<file path="src/rtl/fetch_bundle_queue_pkg.sv">
// ---------------------------------------------------------------------------
// fetch_bundle_queue_pkg
// Shared core constants used by fetch, decode and the fetch bundle queue.
// Also defines the packed layout of one fetch bundle (FBQ entry). Decode
// unpacks the same layout.
// ---------------------------------------------------------------------------
package fetch_bundle_queue_pkg;

  localparam int ADDR_LEN    = 32;
  localparam int INSN_LEN    = 32;
  localparam int GSH_BHR_LEN = 10;

  // One bundle: pc, npc, two instructions, invalid2 flag, prediction, BHR.
  localparam int FBQ_ENTRY_LEN = 2 * ADDR_LEN + 2 * INSN_LEN + 2 + GSH_BHR_LEN;

  typedef struct packed {
    logic [ADDR_LEN-1:0]    pc;
    logic [ADDR_LEN-1:0]    npc;
    logic [INSN_LEN-1:0]    inst1;
    logic [INSN_LEN-1:0]    inst2;
    logic                   invalid2;
    logic                   pred_cond;
    logic [GSH_BHR_LEN-1:0] bhr;
  } fbq_entry_t;

endpackage

</file>
<file path="src/rtl/fetch_bundle_queue_storage.sv">
// ---------------------------------------------------------------------------
// fbq_storage
// DEPTH x W register array with one synchronous write port and one
// combinational read port. Reset clears every entry.
// Ports:
//   clk, reset        clock, synchronous active-high reset
//   we_i, waddr_i     write enable and write index
//   wdata_i           write data
//   raddr_i, rdata_o  read index and combinational read data
// ---------------------------------------------------------------------------
module fbq_storage
  import fetch_bundle_queue_pkg::*;
#(
  parameter int DEPTH = 4,
  parameter int PTR_W = 2,
  parameter int W     = FBQ_ENTRY_LEN
) (
  input  logic             clk,
  input  logic             reset,
  input  logic             we_i,
  input  logic [PTR_W-1:0] waddr_i,
  input  logic [W-1:0]     wdata_i,
  input  logic [PTR_W-1:0] raddr_i,
  output logic [W-1:0]     rdata_o
);

  logic [W-1:0] mem_q [DEPTH];

  always_ff @(posedge clk) begin
    if (reset) begin
      for (int i = 0; i < DEPTH; i++) begin
        mem_q[i] <= '0;
      end
    end else if (we_i) begin
      mem_q[waddr_i] <= wdata_i;
    end
  end

  assign rdata_o = mem_q[raddr_i];

endmodule

</file>
<file path="src/rtl/fetch_bundle_queue.sv">
// ---------------------------------------------------------------------------
// fetch_bundle_queue
// Decoupling queue between fetch and decode. Buffers up to DEPTH fetch
// bundles and presents the oldest to decode via valid/ready. enq_ready
// depends only on registered occupancy, so decode's ready never reaches
// fetch combinationally. flush (misprediction) empties the queue.
// Ports:
//   clk, reset             clock, synchronous active-high reset
//   flush                  misprediction kill, drops all bundles
//   enq_valid / enq_ready  fetch handshake (fetch holds pc while !enq_ready)
//   enq_*                  bundle fields from fetch
//   deq_valid / deq_ready  decode handshake
//   deq_*                  head bundle fields (combinational read)
//   count                  occupied entries, 0..DEPTH
// ---------------------------------------------------------------------------
module fetch_bundle_queue
  import fetch_bundle_queue_pkg::*;
#(
  parameter int DEPTH = 4,
  parameter int PTR_W = 2
) (
  input  logic                   clk,
  input  logic                   reset,
  input  logic                   flush,
  input  logic                   enq_valid,
  output logic                   enq_ready,
  input  logic [ADDR_LEN-1:0]    enq_pc,
  input  logic [ADDR_LEN-1:0]    enq_npc,
  input  logic [INSN_LEN-1:0]    enq_inst1,
  input  logic [INSN_LEN-1:0]    enq_inst2,
  input  logic                   enq_invalid2,
  input  logic                   enq_pred_cond,
  input  logic [GSH_BHR_LEN-1:0] enq_bhr,
  output logic                   deq_valid,
  input  logic                   deq_ready,
  output logic [ADDR_LEN-1:0]    deq_pc,
  output logic [ADDR_LEN-1:0]    deq_npc,
  output logic [INSN_LEN-1:0]    deq_inst1,
  output logic [INSN_LEN-1:0]    deq_inst2,
  output logic                   deq_invalid2,
  output logic                   deq_pred_cond,
  output logic [GSH_BHR_LEN-1:0] deq_bhr,
  output logic [PTR_W:0]         count
);

  localparam logic [PTR_W:0]   FULL_CNT = (PTR_W + 1)'(DEPTH);
  localparam logic [PTR_W:0]   CNT_ONE  = (PTR_W + 1)'(1);
  localparam logic [PTR_W-1:0] PTR_ONE  = PTR_W'(1);

  logic [PTR_W-1:0] wptr_q, wptr_d;
  logic [PTR_W-1:0] rptr_q, rptr_d;
  logic [PTR_W:0]   count_q, count_d;
  logic             do_enq_s, do_deq_s;
  fbq_entry_t       wr_entry_s, rd_entry_s;

  assign enq_ready = (count_q != FULL_CNT);
  assign deq_valid = (count_q != {(PTR_W + 1){1'b0}});
  assign do_enq_s  = enq_valid & enq_ready & ~flush;
  assign do_deq_s  = deq_valid & deq_ready & ~flush;
  assign count     = count_q;

  // Pointer and occupancy next state; flush overrides any transfer.
  always_comb begin
    wptr_d  = wptr_q;
    rptr_d  = rptr_q;
    count_d = count_q;
    if (flush) begin
      wptr_d  = {PTR_W{1'b0}};
      rptr_d  = {PTR_W{1'b0}};
      count_d = {(PTR_W + 1){1'b0}};
    end else begin
      // Pointers wrap naturally because DEPTH == 2**PTR_W.
      if (do_enq_s) wptr_d = wptr_q + PTR_ONE;
      else          wptr_d = wptr_q;
      if (do_deq_s) rptr_d = rptr_q + PTR_ONE;
      else          rptr_d = rptr_q;
      case ({do_enq_s, do_deq_s})
        2'b10:   count_d = count_q + CNT_ONE;
        2'b01:   count_d = count_q - CNT_ONE;
        default: count_d = count_q;
      endcase
    end
  end

  // Pointer and occupancy registers.
  always_ff @(posedge clk) begin
    if (reset) begin
      wptr_q  <= {PTR_W{1'b0}};
      rptr_q  <= {PTR_W{1'b0}};
      count_q <= {(PTR_W + 1){1'b0}};
    end else begin
      wptr_q  <= wptr_d;
      rptr_q  <= rptr_d;
      count_q <= count_d;
    end
  end

  always_comb begin
    wr_entry_s           = '0;
    wr_entry_s.pc        = enq_pc;
    wr_entry_s.npc       = enq_npc;
    wr_entry_s.inst1     = enq_inst1;
    wr_entry_s.inst2     = enq_inst2;
    wr_entry_s.invalid2  = enq_invalid2;
    wr_entry_s.pred_cond = enq_pred_cond;
    wr_entry_s.bhr       = enq_bhr;
  end

  fbq_storage #(
    .DEPTH (DEPTH),
    .PTR_W (PTR_W),
    .W     (FBQ_ENTRY_LEN)
  ) u_storage (
    .clk     (clk),
    .reset   (reset),
    .we_i    (do_enq_s),
    .waddr_i (wptr_q),
    .wdata_i (wr_entry_s),
    .raddr_i (rptr_q),
    .rdata_o (rd_entry_s)
  );

  assign deq_pc        = rd_entry_s.pc;
  assign deq_npc       = rd_entry_s.npc;
  assign deq_inst1     = rd_entry_s.inst1;
  assign deq_inst2     = rd_entry_s.inst2;
  assign deq_invalid2  = rd_entry_s.invalid2;
  assign deq_pred_cond = rd_entry_s.pred_cond;
  assign deq_bhr       = rd_entry_s.bhr;

endmodule

</file>
<file path="config.mk">
export PLATFORM = sky130hd
export DESIGN_NAME = fetch_bundle_queue
export DESIGN_NICKNAME = d
export VERILOG_FILES = /design/src/rtl/fetch_bundle_queue_pkg.sv /design/src/rtl/fetch_bundle_queue_storage.sv /design/src/rtl/fetch_bundle_queue.sv
export SDC_FILE = /design/constraint.sdc
export NUM_CORES = 1
export LEC_CHECK = 0
export CAP_MARGIN = 20
export CORE_MARGIN = 3
export CORE_UTILIZATION = 50
export CTS_CLUSTER_SIZE = 30
export DETAILED_ROUTE_END_ITERATION = 16
export PLACE_DENSITY = 0.73
export SETUP_SLACK_MARGIN = 0.05
export SLEW_MARGIN = 30
export SYNTH_ARGS = -nofsm -noshare
export SYNTH_HDL_FRONTEND = slang
export SYNTH_SLANG_ARGS = --single-unit
</file>
<file path="constraint.sdc">
create_clock -name clk -period 5.32 [get_ports clk]
set_input_delay 1.064 -clock clk [delete_from_list [all_inputs] [get_ports clk]]
set_output_delay 1.064 -clock clk [all_outputs]
set_load 0.01 [all_outputs]
</file>
==> impl_metrics.json <==
{
  "outcome": "complete, no violations",
  "clk_pin_slew_worst_paths_ps": 60,
  "worst_pin_slew_ps": 960,
  "use_met3_pct": 5.07,
  "mostFrequentLayoutCells": "560 x edfxtp_1, 420 x and3_1, 289 x clkdlybuf4s50_1, 140 x mux4_2, 140 x and2_1",
  "fmax_mhz": 245,
  "ys_warn_count": 0,
  "firstDrtPassIters": 5,
  "cts_hold_buf": 0,
  "p_int_mw": 7.72,
  "synth_edf_count": 560,
  "min_period_over_period_pct": 76.8,
  "cts_tree": "done",
  "setup_ws_ps": 1240,
  "ys_seq_area_share_pct": 68.4,
  "fin_skew_ps": 19.0,
  "critPathMaxFanout": 64,
  "insertion_delay_ps": 610,
  "use_met1_pct": 29.1,
  "grt_max_degree": 251,
  "die_h_microns": 229,
  "post_cts_buffers": 0,
  "seq_power_share_pct": 53.1,
  "crit_path_max_incr_delay_ps": 690,
  "clock-sinks": 569,
  "io_pins": 290,
  "final-hold-violation-count": 0,
  "synthDistinctLibCells": 29,
  "routed_wl_microns": 55400,
  "htreeDepth": 2,
  "vias": 13700,
  "syn2layout_area_growth_pct": 20.1,
  "wire_per_inst_microns": 23.1,
  "arrival_ps": 3020,
  "cts_resized": 0,
  "cts_buffer_depth": 3,
  "clockPowerShare_pct": 39.2,
  "vdd_drop_max_mv": 0.254,
  "power.total_mw": 9.77,
  "grt_usage_pct": 21.2,
  "nets": 1831,
  "place_ws_ps": 1640,
  "drv_slew": 0,
  "antenna_left": 0,
  "start_util_pct": 50.7,
  "relSlewSlack_pct": 36.0,
  "antenna_found_initial": 11,
  "hp-class": "reg2reg",
  "synth.area.top_cells": "edfxtp_1 68%, mux4_2 13%, and3_1 11%, and2_1 3.5%, buf_6 2.0%",
  "crit_slowest_cell": "dfxtp_4",
  "crit_chain": "buf_12 -> mux4_2 -> clkdlybuf4s50_1",
  "cts_root_buffer": "clkbuf_16",
  "cts_buffers": 57,
  "placementRows": 81,
  "grt_pass1_vias": 14100,
  "layout_commonest_cell": "edfxtp_1",
  "maxCapViolCount": 0,
  "grt_busiest_layer": "met2",
  "syn_avg_cell_area_sq_um": 17.1,
  "viasPerCell": 5.71,
  "synth_async_sr_flop_share_pct": 0,
  "tns_ps": 0,
  "synth_nets": 1601,
  "ys_ff_latch": 569,
  "die_w_microns": 229,
  "worstSetupPathType": "reg2out",
  "met2_usage_pct": 34.1,
  "grt_remaining_overflow": 0,
  "start_kind": "flop",
  "syn_inst": 1454,
  "grt_pass1_wl_microns": 85500,
  "layout_min_cycle_time_ps": 4080,
  "syn_area_sq_mm": 0.0248,
  "core_area_sq_mm": 0.0491,
  "rsz0062_at_grt": "no",
  "critPathCaptureType": "primary output",
  "post-route-drc-count": 0,
  "required_ps": 4260,
  "setup_viol": 0,
  "swShare_pct": 21.0,
  "p_leak_nw": 11.8,
  "synth_top_area_share_pct": 67.7,
  "drtIter0Drc": 1154,
  "p_sw_mw": 2.05,
  "die-area_sq_mm": 0.0524,
  "p_comb_share_pct": 7.7,
  "synth_area_leader_cell": "edfxtp_1",
  "power_density_mw_per_mm2": 327,
  "numPortBuffers": 289,
  "synthFlopType": "edfxtp_1",
  "final_layout_size_suffix_gt1_share_pct": 14.4,
  "gp_congestion": 0.737,
  "final_core_util_pct": 60.8,
  "post-dp-hpwl_microns": 29700
}
[power by group through the flow]
stage          Sequential [mW]  Combinational [mW]  Clock, mW
2_1_floorplan             5.28               0.350          0
3_3_place_gp              5.27               0.756          0
3_5_place_dp              5.28               0.760          0
4_1_cts                   5.19               0.764       3.90
5_1_grt                   5.20               0.804       4.09
6_report                  5.19               0.752       3.83
[cell type report]
cell class / count / area [sq um]
Clock buffer: 81 / 1590
Fill cell: 3682 / 19200
Sequential cell: 569 / 17000
Tap cell: 664 / 831
Clock inverter: 20 / 173
Multi-Input combinational cell: 739 / 6980
Inverter: 6 / 22.5
Antenna cell: 8 / 20.0
Timing Repair Buffer: 311 / 3220
[cell usage after synthesis, drive strengths merged, types with 2 or more instances]
| master | n |
|---|---|
| edfxtp | 560 |
| and3 | 420 |
| and2 | 140 |
| mux4 | 140 |
| buf | 75 |
| clkbuf | 65 |
| dfxtp | 9 |
| nor2 | 9 |
| inv | 6 |
| a21oi | 4 |
| xor2 | 4 |
| nor2b | 3 |
| a21o | 2 |
| nand2b | 2 |
| nand3 | 2 |
| o21ai | 2 |
| o31ai | 2 |
| or3 | 2 |
[routing by layer]
metal | wire (microns) | part of all wire [%]
met4 | 1320 | 2.4
met3 | 3970 | 7.2
met5 | 55 | 0.099
met2 | 27200 | 49
met1 | 22900 | 41
[critical path: cells and delay by family, from the launching register on]
family,cells,cell delay [ps]
buffers and inverters,2,1020
flip-flops,1,690
multiplexers,1,600
[cells by family (layout without fill, tap and decap cells)]
family | Yosys count | in the layout | share of synthesized area [%]
xor gates and xnor gates | 4 | 4 | 0.141
and+or+nand+nor | 581 | 581 | 14.6
adders and majority gates | 2 | 2 | 0.131
other | 0 | 8 | 0
buffers and inverters | 146 | 418 | 3.71
AOI/OAI and AO/OA | 12 | 12 | 0.312
muxes | 140 | 140 | 12.7
DFF | 569 | 569 | 68.4
[registers in the layout (all words and copies together) (netlist names), named ones only]
register and flops:
count 3, rptr_q 2, u_storage.mem_q 560, wptr_q 2
[path summary, 6_finish.rpt]
path                                             start                                     to  slack [ps]  cells after the start
worst max-delay path                              flop                           deq_inst2[8]        1240                      3
worst min-delay path            rptr_q[0]$_SDFFE_PP0P_                 rptr_q[0]$_SDFFE_PP0P_         550                      2
worst max register to register  wptr_q[0]$_SDFFE_PP0P_  u_storage.mem_q[1][135]$_SDFFCE_PN0P_        2620                      4
worst min register to register  rptr_q[0]$_SDFFE_PP0P_                 rptr_q[0]$_SDFFE_PP0P_         550                      2
[metrics by stage]
stage / hold slack [ps] / instances / instance area, sq um
finish: 549 / 2398 / 29800
global route: 597 / 2397 / 29800
CTS: 546 / 2390 / 29800
detailed placement: 525 / 2289 / 28100
global placement: 522 / 2289 / 28100
floorplan: 483 / 1454 / 24800
No activity file was read; power rests on OpenSTA's default activity.
